File: src/rtl/multicycle_ctrl.sv
// Multi-cycle processor control FSM: fetch/decode/execute/memory/writeback
// sequencing with a handshaked FPU execute phase and an FPU wait watchdog.
//
// state | meaning
// ------+------------------------------------------------------------
// 0     | FETCH  - load IR from memory[PC], PC <= PC + 4
// 1     | DECODE - read register file, ALU computes PC + 8
// 2     | MEMADR - ALU computes load/store address
// 3     | MEMRD  - read data memory at the address
// 4     | MEMWB  - write loaded data to the register file
// 5     | MEMWR  - write data memory
// 6     | EXECR  - ALU operation, register operand
// 7     | EXECI  - ALU operation, immediate operand
// 8     | ALUWB  - write ALU result (and product high half for long multiply)
// 9     | BRANCH - branch target computation, conditional PC write
// 10    | FPUEX  - wait for fpu_done, bounded by FPU_MAX_CYCLES
// 11    | FPUWB  - write FPU result
// 12-15 | illegal, recover to FETCH
module multicycle_ctrl #(
    parameter int FPU_MAX_CYCLES = 16,
    parameter int CNT_W          = 5
) (
    input  logic       clk,
    input  logic       reset,
    input  logic [1:0] Op,
    input  logic [5:0] Funct,
    input  logic       IsMul,
    input  logic       fpu_done,
    output logic       IRWrite,
    output logic       AdrSrc,
    output logic [1:0] ALUSrcA,
    output logic [1:0] ALUSrcB,
    output logic [1:0] ResultSrc,
    output logic       NextPC,
    output logic       RegW,
    output logic       MulW,
    output logic       MemW,
    output logic       Branch,
    output logic       ALUOp,
    output logic       ResSrc,
    output logic       fpu_start,
    output logic       fpu_err,
    output logic [3:0] state
);

    localparam logic [3:0] S_FETCH  = 4'd0;
    localparam logic [3:0] S_DECODE = 4'd1;
    localparam logic [3:0] S_MEMADR = 4'd2;
    localparam logic [3:0] S_MEMRD  = 4'd3;
    localparam logic [3:0] S_MEMWB  = 4'd4;
    localparam logic [3:0] S_MEMWR  = 4'd5;
    localparam logic [3:0] S_EXECR  = 4'd6;
    localparam logic [3:0] S_EXECI  = 4'd7;
    localparam logic [3:0] S_ALUWB  = 4'd8;
    localparam logic [3:0] S_BRANCH = 4'd9;
    localparam logic [3:0] S_FPUEX  = 4'd10;
    localparam logic [3:0] S_FPUWB  = 4'd11;

    localparam logic [CNT_W-1:0] CNT_ONE = CNT_W'(1);
    localparam logic [CNT_W-1:0] CNT_MAX = CNT_W'(FPU_MAX_CYCLES);

    logic [3:0]       state_q, state_d;
    logic [CNT_W-1:0] cnt_q, cnt_d;
    logic             err_q, err_d;
    logic             fpu_timeout;

    // Only Funct[5] (immediate) and Funct[0] (load) steer this block.
    logic unused_funct;
    assign unused_funct = ^Funct[4:1];

    // Done has priority: a timeout is only declared when fpu_done is low.
    assign fpu_timeout = (state_q == S_FPUEX) && (cnt_q == CNT_MAX) && !fpu_done;

    // State, FPU wait counter and sticky error flag registers.
    always_ff @(posedge clk or negedge reset) begin
        if (!reset) begin
            state_q <= S_FETCH;
            cnt_q   <= '0;
            err_q   <= 1'b0;
        end else begin
            state_q <= state_d;
            cnt_q   <= cnt_d;
            err_q   <= err_d;
        end
    end

    // Next-state, counter and error-flag logic.
    always_comb begin
        state_d = S_FETCH;
        err_d   = err_q | fpu_timeout;
        case (state_q)
            S_FETCH:  state_d = S_DECODE;
            S_DECODE: begin
                case (Op)
                    2'b00:   state_d = Funct[5] ? S_EXECI : S_EXECR;
                    2'b01:   state_d = S_MEMADR;
                    2'b10:   state_d = S_BRANCH;
                    default: state_d = S_FPUEX;
                endcase
            end
            S_MEMADR: state_d = Funct[0] ? S_MEMRD : S_MEMWR;
            S_MEMRD:  state_d = S_MEMWB;
            S_EXECR,
            S_EXECI:  state_d = S_ALUWB;
            S_FPUEX: begin
                if (fpu_done)         state_d = S_FPUWB;
                else if (fpu_timeout) state_d = S_FETCH;
                else                  state_d = S_FPUEX;
            end
            default:  state_d = S_FETCH;
        endcase

        // Counter holds the 1-based index of the current FPUEX cycle.
        if (state_d == S_FPUEX)
            cnt_d = (state_q == S_FPUEX) ? cnt_q + CNT_ONE : CNT_ONE;
        else
            cnt_d = '0;
    end

    // Moore output decode; write strobes and pulses are masked while reset is low.
    always_comb begin
        IRWrite   = 1'b0;
        AdrSrc    = 1'b0;
        ALUSrcA   = 2'b00;
        ALUSrcB   = 2'b00;
        ResultSrc = 2'b00;
        NextPC    = 1'b0;
        RegW      = 1'b0;
        MulW      = 1'b0;
        MemW      = 1'b0;
        Branch    = 1'b0;
        ALUOp     = 1'b0;
        ResSrc    = 1'b0;
        fpu_start = 1'b0;
        case (state_q)
            S_FETCH: begin
                IRWrite   = 1'b1;
                NextPC    = 1'b1;
                ALUSrcA   = 2'b10;
                ALUSrcB   = 2'b10;
                ResultSrc = 2'b10;
            end
            S_DECODE: begin
                ALUSrcA   = 2'b10;
                ALUSrcB   = 2'b10;
                ResultSrc = 2'b10;
            end
            S_MEMADR: ALUSrcB = 2'b01;
            S_MEMRD:  AdrSrc  = 1'b1;
            S_MEMWB: begin
                ResultSrc = 2'b01;
                RegW      = 1'b1;
            end
            S_MEMWR: begin
                AdrSrc = 1'b1;
                MemW   = 1'b1;
            end
            S_EXECR:  ALUOp = 1'b1;
            S_EXECI: begin
                ALUSrcB = 2'b01;
                ALUOp   = 1'b1;
            end
            S_ALUWB: begin
                RegW = 1'b1;
                MulW = IsMul;
            end
            S_BRANCH: begin
                ALUSrcB   = 2'b01;
                ResultSrc = 2'b10;
                Branch    = 1'b1;
            end
            S_FPUEX: begin
                ALUSrcB   = Funct[5] ? 2'b01 : 2'b00;
                ResSrc    = 1'b1;
                fpu_start = (cnt_q == CNT_ONE);
            end
            S_FPUWB: begin
                ResSrc = 1'b1;
                RegW   = 1'b1;
            end
            default: ;
        endcase
        if (!reset) begin
            IRWrite   = 1'b0;
            NextPC    = 1'b0;
            RegW      = 1'b0;
            MulW      = 1'b0;
            MemW      = 1'b0;
            Branch    = 1'b0;
            fpu_start = 1'b0;
        end
    end

    assign fpu_err = err_q;
    assign state   = state_q;

endmodule

File: config.mk
export PLATFORM = sky130hd
export DESIGN_NAME = multicycle_ctrl
export DESIGN_NICKNAME = d
export VERILOG_FILES = /design/src/rtl/multicycle_ctrl.sv
export SDC_FILE = /design/constraint.sdc
export NUM_CORES = 1
export LEC_CHECK = 0
export ABC_AREA = 1
export ABC_CLOCK_PERIOD_IN_PS = 3370
export CORE_AREA = 2 2 45 47
export CTS_CLUSTER_DIAMETER = 100
export DETAILED_ROUTE_END_ITERATION = 10
export DIE_AREA = 0 0 47 49
export PLACE_DENSITY = 0.94
export RECOVER_POWER = 50
export SYNTH_ARGS = -nofsm -noshare
export SYNTH_HDL_FRONTEND = slang
export SYNTH_SLANG_ARGS = --single-unit
File: constraint.sdc
create_clock -name clk -period 3.37 [get_ports clk]
set_input_delay 0.5055 -clock clk [delete_from_list [all_inputs] [get_ports clk]]
set_output_delay 0.5055 -clock clk [all_outputs]
set_load 0.02 [all_outputs]
Word level (Yosys, flattened, before mapping)
Cells that the tools add are included.
{"block": "op_classes", "n_addsub": 1, "n_eq_ne": 16, "mux": 27, "bitwise": 1, "reduce_logical": 12}
{"operator": "one-hot mux 4 bit (6 select lines)", "n": 1}
{"operator": "== test 4 bit (second input constant)", "n": 5}
{"operator": "2-to-1 mux 1 bit", "n": 17}
{"operator": "== test 4 x 3 -> 1 bit (second input constant)", "n": 4}
{"operator": "one-hot mux 4 bit (3 select lines)", "n": 1}
{"operator": "2-to-1 mux 5 bit", "n": 2}
{"operator": "OR reduction 3 bit", "n": 3}
{"operator": "== test 4 x 2 -> 1 bit (second input constant)", "n": 2}
{"operator": "2-to-1 mux 4 bit", "n": 2}
{"operator": "OR reduction 2 bit", "n": 4}
{"operator": "one-hot mux 2 bit (3 select lines)", "n": 1}
{"operator": "adder 5 x 1 -> 5 bit (second input constant)", "n": 1}
{"operator": "== test 5 x 1 -> 1 bit (second input constant)", "n": 1}
{"operator": "== test 5 bit (second input constant)", "n": 1}
{"operator": "== test 4 x 1 -> 1 bit (second input constant)", "n": 1}
{"operator": "logical NOT 4 bit", "n": 1}
{"operator": "one-hot mux 2 bit (2 select lines)", "n": 1}
{"operator": "2-to-1 mux 3 bit", "n": 1}
{"operator": "== test 2 x 1 -> 1 bit (second input constant)", "n": 1}
{"operator": "== test 2 bit (second input constant)", "n": 1}
{"operator": "logical AND 1 bit", "n": 2}
{"operator": "logical NOT 2 bit", "n": 1}
{"operator": "2-to-1 mux 2 bit", "n": 1}
{"operator": "logical NOT 1 bit", "n": 1}
{"operator": "bitwise OR 1 bit", "n": 1}
{"block": "word_totals", "register_bits": 10, "in_bits": 12, "elab_cells": 60}

Logic depth before layout (Yosys ltp)
Gate-level depths: netlist (run 1).
{"block": "logic_depth", "ltp_word": 8, "mapped_depth": 8}

Worst setup path before layout (run 1)
OpenSTA, ideal clock, no wires.
{"block": "synth_timing", "path_type": "flip-flop to output port", "from": "reg state_q[3], in the netlist state[3]", "to": "out NextPC", "arrival_ps": 1761, "required_time_ps": 2864, "path_slack_ps": 1104, "stages_incl_launch_ff": 5, "n_path_buf": 1, "path_cell_list": "dfrtp_1 -> nor2_4 -> inv_2 -> nor4_1 -> buf_4"}
{"block": "synth_between", "elab_chain_cells": 3}
{"item": "start, declared", "line": "62", "text": "logic [3:0] state_q, state_d;"}
{"item": "start signal, assigned", "line": "81", "text": "state_q <= state_d;"}
{"item": "logical NOT 4 bit"}
{"item": "2-to-1 mux 1 bit (2 in series)"}
{"item": "end, declared", "line": "34", "text": "output logic NextPC,"}
No other way between the ends.

Worst setup path after layout (run 1)
{"block": "layout_timing", "from": "in reset", "to": "out NextPC"}
{"block": "layout_between", "elab_chain_cells": 1}
{"item": "start, declared", "line": "24", "text": "input logic reset,"}
{"item": "2-to-1 mux 1 bit", "line": "183", "text": "if (!reset) begin"}
No other way between the ends.

==> results of run 1 <==
## metrics by stage
stage                     util, %  total power [mW]  cell area [sq um]  hold slack [ps]
after floorplan                 -            0.4931              789.5            209.9
after global routing        58.22            0.7965               1072            531.4
after global placement      58.36            0.6531               1075            468.9
after CTS                   60.33            0.7786               1111            490.7
after detailed placement    58.36            0.6649               1075            466.6
final                       58.22            0.7419               1072            490.3
## kinds of logic (layout without fill, tap and decap cells)
group,Yosys count,after routing,synth area share [%]
and+or+nand+nor,65,65,46.12
buffers and inverters,18,47,10.78
DFF,10,10,31.70
AOI/OAI and AO/OA,7,7,6.181
adders and majority gates,3,3,4.755
other,1,1,0.4750
## power groups by stage
stage | combinational, mW | sequential, mW | clock [mW]
final | 0.447 | 0.185 | 0.109
after global routing | 0.488 | 0.192 | 0.117
after CTS | 0.476 | 0.188 | 0.115
after detailed placement | 0.475 | 0.190 | 0
after global placement | 0.465 | 0.188 | 0
after floorplan | 0.300 | 0.193 | 0
## layer usage
metal	vias to the layer above	track usage, %
met2	26	28.54
met3	4	2.222
met4	0	11.11
met1	357	21.50
li1	390	-
met5	-	0
## cells in the mapped netlist (all sizes together)
| library cell | number |
|---|---|
| a31o | 1 |
| conb | 1 |
| o221ai | 1 |
| o21bai | 1 |
| o2111ai | 1 |
| inv | 15 |
| nor4 | 1 |
| o21ai | 2 |
| ha | 3 |
| or2 | 1 |
| nor2 | 24 |
| nand2 | 21 |
| dfrtp | 10 |
| nor3 | 1 |
| nand4 | 2 |
| nand3 | 15 |
| buf | 3 |
| a21oi | 1 |
## area by class of cell
| cell class | instances | area, sq um |
|---|---|---|
| sequential | 10 | 250.2 |
| multi-input combinational | 76 | 419.2 |
| timing repair buffer | 28 | 274.0 |
| clock buffer | 4 | 36.28 |
| inverter | 15 | 58.81 |
| fill | 187 | 769.5 |
| tap | 27 | 33.78 |
## layout by cell type (no fill, tap or decap), types with 3 or more instances in the layout
cell / n
clkbuf_4: 3
clkdlybuf4s50_1: 26
dfrtp_1: 10
ha_1: 3
inv_1: 12
nand2_1: 19
nand3_1: 14
nor2_1: 14
nor2_2: 7
nor2_4: 3
## path summary, 6_finish.rpt
kind                            endpoint  slack, ps  cells after the start
worst max-delay path              NextPC        720                      4
worst min-delay path             fpu_err        490                      1
worst max register to register  cnt_q[1]       1670                      6
worst min register to register   fpu_err        490                      1
max in group asynchronous       state[3]       2270                      2
min in group asynchronous       cnt_q[1]        740                      2
## worst max-delay path, cell delays in order
cell,delay (ps)
dlygate4sd3_1,540
inv_1,110
nor4_1,320
clkdlybuf4s50_1,670
## sequential cells by signal, summed over array words and instances, names as in the netlist
register,flops
state,4
cnt_q,5
fpu_err,1
==> summary.txt, run 1 <==
Setup path
  – Crit path max fanout: 6
  – Crit path from: reset
  – Crit end category: primary output
  – Crit path launch type: primary input
  – Critical Path RT: 2860 ps
  – CP arrival: 2140 ps
  – R2r startpoint: state[1]
  – Setup CP Type: in -> out

Route
  – Routed met3 length: approximately 80 um
  – Max layer used: met4
  – Wire per inst: 11.10 um
  – Detail Route Antenna Nets: 0
  – Iteration-0 DRC Markers: 19
  – Vias/cell: 4.856
  – Post-route DRC: 0
  – Total iterations of the first detailed-routing run: 4
  – Via Count: just under 800
  – M1 WL: 774 um
  – Met2 WL: just under 900 um
  – Total wire length: ~1800 um

Synth
  – Synth top area share: 31.70%
  – Cell Area, Synth: just under 800 sq um
  – Synth area leaders: dfrtp_1, nand2_1, nand3_1
  – Leading area contributor after synthesis: dfrtp_1
  – Post-Syn Instances: ~100
  – Yosys cell types: 27
  – Post-Syn Nets: 119
  – Syn avg cell area: 7.591 sq um
  – Post-synthesis sequential area ratio: 31.70%
  – FF+latch count, synth: 10
  – Synth warnings: 0

Clock network
  – Clock-pin transition on the worst setup and hold timing paths: 60 ps
  – # hold bufs at CTS: 0
  – Total CTS buffers: 3
  – CTS resizes: 0
  – CTS root buf: clkbuf_4
  – Max Root-Sink Buffers: 2
  – CTS H-tree lvls: 1
  – CTS tree: built
  – Post-CTS Setup Bufs: 0
  – Clk_lat worst skew: 270 ps
  – CTS sink cnt: 10

Min path
  – HP Start: fpu_err
  – HP Class: reg -> reg

Final layout
  – Final std cells w/o fill: 160
  – Antenna Cells: 0
  – Nets: ~150
  – Layout area overhead: 35.82%
  – Share of cells above drive strength 1: 16.54%

Timing
  – Max-slew headroom: 64.31%
  – Final setup fails: 0
  – Tmin final: 2647 ps
  – Final worst clock skew: 0.9861 ps
  – Final Max Slew Viols: 0
  – Final hold violations: 0
  – Setup WS post-layout: 722.9 ps
  – RSZ-0062 raised after global routing: no
  – Worst slew pin tran: ~540 ps
  – Total Neg Setup Slack: 0 ps
  – Fin crit share: 78.55%
  – FMAX: 377.8 MHz

Power and ir drop
  – Worst VDD drop: roughly 0.31 mV
  – Switch share: ~47%
  – Internal: 394.6 uW
  – Power per cell area: 691.9 nW/um^2
  – Clock Power Share: 14.7%
  – Gate power share: between 60% and 70%
  – NetSw: 347.3 uW
  – Reg power frac: 25.0%
  – LEAKAGE: about 0.47 nW

Place
  – Inst Count DP: around 160
  – HPWL after DPL: between 1000 and 1500 um
  – PortBufs: 27
  – Final GP Congestion: roughly 0.87
  – Dpl ws: 776.1 ps

Die
  – Core area: 1842 sq um
  – # rows: 16
  – Die Wd: ~47 um
  – Initial Util: 42.87%
  – Total die area: 2303 sq um
  – I/O Pins: 33
  – Die Height: slightly below 50 um

Global route
  – All-Layer GR Usage: 17.81%
  – Vias in the first global route: 711
  – Initial antenna violation count: 0
  – Largest net degree at the start of global routing: 12
  – First-pass GRT wire length: 2932 um
  – Remaining Overflow, GRT: 0

Run status
  – Status: complete, no violations

Flow run
  – Max cap viols: 0
No activity file was read; power rests on OpenSTA's default activity.
==> run 2: changes to the inputs <==
Settings changed: ABC_CLOCK_PERIOD_IN_PS 3370 to 2500, CORE_AREA 2 2 45 47 to 2 2 47 49, DIE_AREA 0 0 47 49 to 0 0 49 51, PLACE_DENSITY 0.94 to 0.88.
Clock period 3.37 ns to 2.5 ns, I/O delays scaled along.
==> run 2 against run 1 <==
Compared with the run above:
- largest cell class unchanged
- largest power group unchanged
- register-to-register slack worse by 980 ps
- routed wire length increased by 3.3%
- sequential share of layout area is 0.12 points higher
- hold slack worse by 11 ps
==> summary.txt, run 2 (synthesized netlist as in run 1, its figures left out) <==
Global route
  – Largest net degree at the start of global routing: 12 (unchanged)
  – Remaining Overflow, GRT: 0 (unchanged)
  – Initial antenna violation count: 0 (unchanged)
  – First-pass GRT wire length: 2939 um (+0.24%)
  – Vias in the first global route: 721 (+1.4%)
  – All-Layer GR Usage: 15.74% (-2.1 points)

Final layout
  – Nets: 150 (+0.67%)
  – Biggest register: cnt_q
  – Leading cell type in the layout, fill and taps excluded: clkdlybuf4s50_1
  – Antenna Cells: 0 (unchanged)
  – Fillers: 203 (+8.6%)
  – Max reg flops: 5 (unchanged)
  – Layout area overhead: 35.82% (unchanged)
  – Commonest cells after routing, fill and taps aside: clkdlybuf4s50_1, nand2_1, nor2_1, nand3_1, inv_1
  – Share of cells above drive strength 1: 18.05% (+1.5 points)

Place
  – HPWL after DPL: 1559 um (+6.3%)
  – Final GP Congestion: 0.8512 (-2.7%)
  – PortBufs: 27 (unchanged)

Die
  – Total die area: 2499 sq um (+8.5%)
  – Initial Util: 38.27% (-4.6 points)
  – I/O Pins: 33 (unchanged)
  – Core area: 2063 sq um (+12%)
  – Die Height: 51 um (+4.1%)
  – # rows: 17 (+1)
  – Die Wd: 49 um (+4.3%)

Run status
  – Status: complete, no violations

Power and ir drop
  – Switch share: 48.24% (+1.4 points)
  – Internal: 502.3 uW (+27%)
  – Reg power frac: 26.0% (+1.0 points)
  – LEAKAGE: 0.4635 nW (-1.4%)
  – NetSw: 468.1 uW (+35%)
  – Worst VDD drop: 0.3796 mV (+22%)
  – Clock Power Share: 11.0% (-3.7 points)
  – Power per cell area: 905.0 nW/um^2 (+31%)
  – Gate power share: 63.0% (+2.7 points)

Min path
  – HP Class: reg -> reg
  – Hold Path Depth: 1 (unchanged)

Timing
  – Final Max Slew Viols: 0 (unchanged)
  – Fin crit share: 94.45%
  – Final setup fails: 0 (unchanged)
  – Max-slew headroom: 64.37% (about the same)
  – Worst slew pin tran: 534.5 ps (-0.8365 ps)
  – Min Hold Slack: 479.3 ps (-11.02 ps)
  – Tmin final: 2361 ps
  – RSZ-0062 raised after global routing: no
  – Final worst clock skew: 3.205 ps (+2.219 ps)
  – FMAX: roughly 420 MHz
  – Final hold violations: 0 (unchanged)
  – Total Neg Setup Slack: 0 ps (unchanged)

Route
  – Total wire length: 1834 um (+3.3%)
  – Wire per inst: 11.39 um (+2.6%)
  – Iteration-0 DRC Markers: 15 (-4)
  – Detail Route Antenna Nets: 0 (unchanged)
  – Vias/cell: 4.913 (+1.2%)
  – Total iterations of the first detailed-routing run: 4 (unchanged)
  – Post-route DRC: 0 (unchanged)
  – Via Count: 791 (+1.8%)

Flow run
  – Max cap viols: 0 (unchanged)

Setup path
  – Buffers & Inverters on Critical Path: 2 (-1)
  – R2r endpoint: cnt_q[2]
  – R2R setup slack: 690 ps (-980 ps)
  – Crit path cell chain: nor2_4 > inv_2 > nor4_1 > clkdlybuf4s50_1
  – R2r startpoint: state[0]
  – Crit path max-delay family: buffers and inverters
  – CP Depth: 4 (unchanged)
  – Crit path launch type: register
  – Setup CP Type: reg -> out
  – Setup crit end: IRWrite
  – CP arrival: 1990 ps (-150 ps)
  – CP peak stage delay: 680 ps (about the same)
  – Crit path max fanout: 7 (+1)
  – Slowest CP cell: clkdlybuf4s50_1
  – Cells on worst reg2reg path: 8 (+2)
  – Crit path from: state[3]
  – Critical Path RT: 2120 ps (-740 ps)
  – Crit end category: primary output

Clock network
  – Clk_lat worst skew: 270 ps (about the same)
  – CTS root buf: clkbuf_4
  – Max Root-Sink Buffers: 2 (unchanged)
  – Total CTS buffers: 3 (unchanged)
  – CTS tree: built
  – Clock-pin transition on the worst setup and hold timing paths: 60 ps (about the same)
  – CTS sink cnt: 10 (unchanged)
  – CTS H-tree lvls: 1 (unchanged)
-- run 2: repair_timing --
| item | in CTS | in global routing |
|---|---|---|
| resized for setup | 0 | 1 |
| hold buffers | 0 | 0 |
| buffers inserted | 0 | 0 |
| setup endpoints to repair | 0 | 1 |
-- run 2: power by group through the flow --
stage               sequential, mW  combinational, mW  clock [mW]
CTS                          0.253              0.654       0.110
global placement             0.255              0.632           0
finish                       0.252              0.612       0.107
detailed placement           0.256              0.650           0
floorplan                    0.260              0.404           0
global route                 0.258              0.662       0.120
-- run 2: how the worst min path moves through the flow --
stage            start  endpoint  slack, ps
6_report       fpu_err   fpu_err        480
5_1_grt        fpu_err   fpu_err        520
4_1_cts          reset  cnt_q[1]        420
3_5_place_dp   fpu_err   fpu_err        470
3_3_place_gp   fpu_err   fpu_err        470
2_1_floorplan    reset  cnt_q[0]         80
-- run 2: metal layers --
metal | vias to the layer above | GRT usage (%) | part of all wire (%)
met5 | - | 0 | 0
met4 | 0 | 11.43 | 1.4
met3 | 2 | 3.216 | 7.6
met2 | 36 | 28.77 | 53
met1 | 358 | 15.99 | 38
li1 | 395 | - | -
-- run 2: cell type report --
cell class	count	area, sq um	share of cell area, %
well taps	28	35.03	3.267
clock buffers	3	22.52	2.100
repair buffers	29	277.8	25.90
flip-flops and latches	10	251.5	23.45
multi-input cells	76	426.7	39.79
inverters	15	58.81	5.484
-- run 2: stage by stage --
stage	util (%)	cell area (sq um)	power, mW	setup WS (ps)	instances
final	51.97	1072	0.9704	138.7	161
after global routing	51.97	1072	1.040	12.27	161
after CTS	53.61	1106	1.017	96.70	161
after detailed placement	52.52	1084	0.9057	118.4	158
after global placement	52.52	1084	0.8868	196.9	158
after floorplan	-	789.5	0.6647	364.0	104
==> run 3: changes to the inputs <==
Settings changed: RECOVER_POWER 50 to default.
==> run 3 against run 2 <==
Compared with the run above:
- clock power about the same
- design area up 3.3%
- power up 4.0%
- clock-buffer cell count unchanged
==> summary.txt, run 3 (synthesized netlist as in run 1, its figures left out) <==
Power and ir drop
  – Final total power: 1.010 mW (+4.0%)
  – Worst VDD drop: 0.3920 mV (+3.3%)
  – Power per cell area: 911.8 nW/um^2 (+0.75%)
  – LEAKAGE: 0.4843 nW (+4.5%)

Route
  – Vias/cell: 4.919 (+0.13%)
  – Via Count: 792 (+0.13%)
  – Post-route DRC: 0 (unchanged)
  – Total iterations of the first detailed-routing run: 4 (unchanged)
  – Iteration-0 DRC Markers: 18 (+3)
  – Wire per inst: 11.56 um (+1.5%)
  – Total wire length: 1861 um (+1.5%)
  – Detail Route Antenna Nets: 0 (unchanged)

Timing
  – Final worst clock skew: 2.390 ps (-0.8152 ps)
  – FMAX: 422.1 MHz (-0.32%)
  – Fin crit share: 94.76% (+0.30 points)
  – Final setup fails: 0 (unchanged)
  – RSZ-0062 raised after global routing: no
  – Total Neg Setup Slack: 0 ps (unchanged)
  – Final hold violations: 0 (unchanged)
  – Tmin final: 2369 ps (+7.618 ps)
  – Final Max Slew Viols: 0 (unchanged)
  – Setup WS post-layout: 131.0 ps (-7.618 ps)

Clock network
  – CTS root buf: clkbuf_4
  – CTS sink cnt: 10 (unchanged)
  – Clk_lat worst skew: 260 ps (about the same)
  – Post-CTS Setup Bufs: 0 (unchanged)
  – CTS tree: built
  – Clock-pin transition on the worst setup and hold timing paths: 60 ps (about the same)
  – Max Root-Sink Buffers: 2 (unchanged)
  – CTS H-tree lvls: 1 (unchanged)
  – # hold bufs at CTS: 0 (unchanged)
  – Total CTS buffers: 3 (unchanged)

Setup path
  – Critical Path RT: 2120 ps (about the same)
  – Crit path max fanout: 7 (unchanged)
  – Crit path launch type: register
  – R2r startpoint: state[0]
  – Setup CP Type: reg -> out
  – Crit end category: primary output
  – R2r endpoint: cnt_q[2]
  – Cells on worst reg2reg path: 8 (unchanged)
  – R2R setup slack: 1060 ps (+370 ps)
  – CP arrival: 1990 ps (about the same)

Die
  – Initial Util: 38.27% (unchanged)
  – Total die area: 2499 sq um (unchanged)
  – Die Height: 51 um (unchanged)
  – Die Wd: 49 um (unchanged)
  – Core area: 2063 sq um (unchanged)
  – # rows: 17 (unchanged)
  – I/O Pins: 33 (unchanged)

Global route
  – First-pass GRT wire length: 2939 um (unchanged)
  – Largest net degree at the start of global routing: 12 (unchanged)
  – Remaining Overflow, GRT: 0 (unchanged)
  – All-Layer GR Usage: 15.74% (unchanged)
  – Initial antenna violation count: 0 (unchanged)
  – Vias in the first global route: 721 (unchanged)

Final layout
  – Nets: 150 (unchanged)
  – Biggest register: cnt_q
  – Antenna Cells: 0 (unchanged)
  – Share of cells above drive strength 1: 22.56% (+4.5 points)
  – Fillers: 196 (-3.4%)
  – Leading cell type in the layout, fill and taps excluded: clkdlybuf4s50_1
  – Max reg flops: 5 (unchanged)
  – Layout area overhead: 40.25%
  – Commonest cells after routing, fill and taps aside: clkdlybuf4s50_1, nand2_1, nor2_1, nand3_1, inv_1

Flow run
  – Max cap viols: 0 (unchanged)

Place
  – Final GP Congestion: 0.8512 (unchanged)
  – HPWL after DPL: 1559 um (unchanged)
  – Dpl ws: 118.4 ps (unchanged)
  – PortBufs: 27 (unchanged)

Run status
  – Status: complete, no violations

Min path
  – HP Class: in -> async
run 3: cell count changes in the layout (fill, tap and decap cells not counted), sizes merged:
cell and change:
buf +2, clkbuf -2
run 3: routing by layer:
| metal | GRT usage, % | up-vias | share of wire, % |
|---|---|---|---|
| met1 | 15.99 | 364 | 39 |
| met4 | 11.43 | 0 | 1.3 |
| met5 | 0 | - | 0 |
| li1 | - | 394 | - |
| met2 | 28.77 | 32 | 54 |
| met3 | 3.216 | 2 | 5.7 |
run 3: per-stage QoR:
step | instances | util [%] | cell area, sq um | hold WS, ps
after floorplan | 104 | - | 789.5 | 79.41
after global placement | 158 | 52.52 | 1084 | 466.4
after detailed placement | 158 | 52.52 | 1084 | 466.6
after CTS | 161 | 53.61 | 1106 | 422.8
after global routing | 161 | 53.67 | 1107 | 440.0
final | 161 | 53.67 | 1107 | 419.5
run 3: how the worst max path moves through the flow:
stage / start / to / slack [ps] / depth (start not counted)
after global placement: reset / IRWrite / 200 / 4
after detailed placement: reset / IRWrite / 120 / 4
final: state[3] / IRWrite / 130 / 4
after CTS: state[1] / ALUSrcB[0] / 100 / 5
after global routing: state[3] / IRWrite / 10 / 4
after floorplan: state[3] / NextPC / 360 / 4
run 3: critical path: stages (launching register included):
cell and delay [ps]:
dfrtp_1 460, nor2_4 220, inv_2 90, nor4_1 280, clkdlybuf4s50_1 680
run 3: cell type report:
cell class,count,area (sq um),share of cell area (%)
Multi-Input combinational cell,76,454.2,41.02
Inverter,15,58.81,5.311
Timing Repair Buffer,29,285.3,25.76
Clock buffer,3,22.52,2.034
Sequential cell,10,251.5,22.71
Tap cell,28,35.03,3.164
run 3: what timing repair did:
action                     CTS  global route
hold endpoints to repair     0             0
setup endpoints to repair    0             1
gates resized for setup      0             1
run 3: power by group:
part           internal [mW]  total, mW  switching, mW
combinational          0.268      0.647          0.378
sequential             0.190      0.257         0.0666
clock                 0.0554      0.106         0.0510
total                  0.514       1.01          0.496
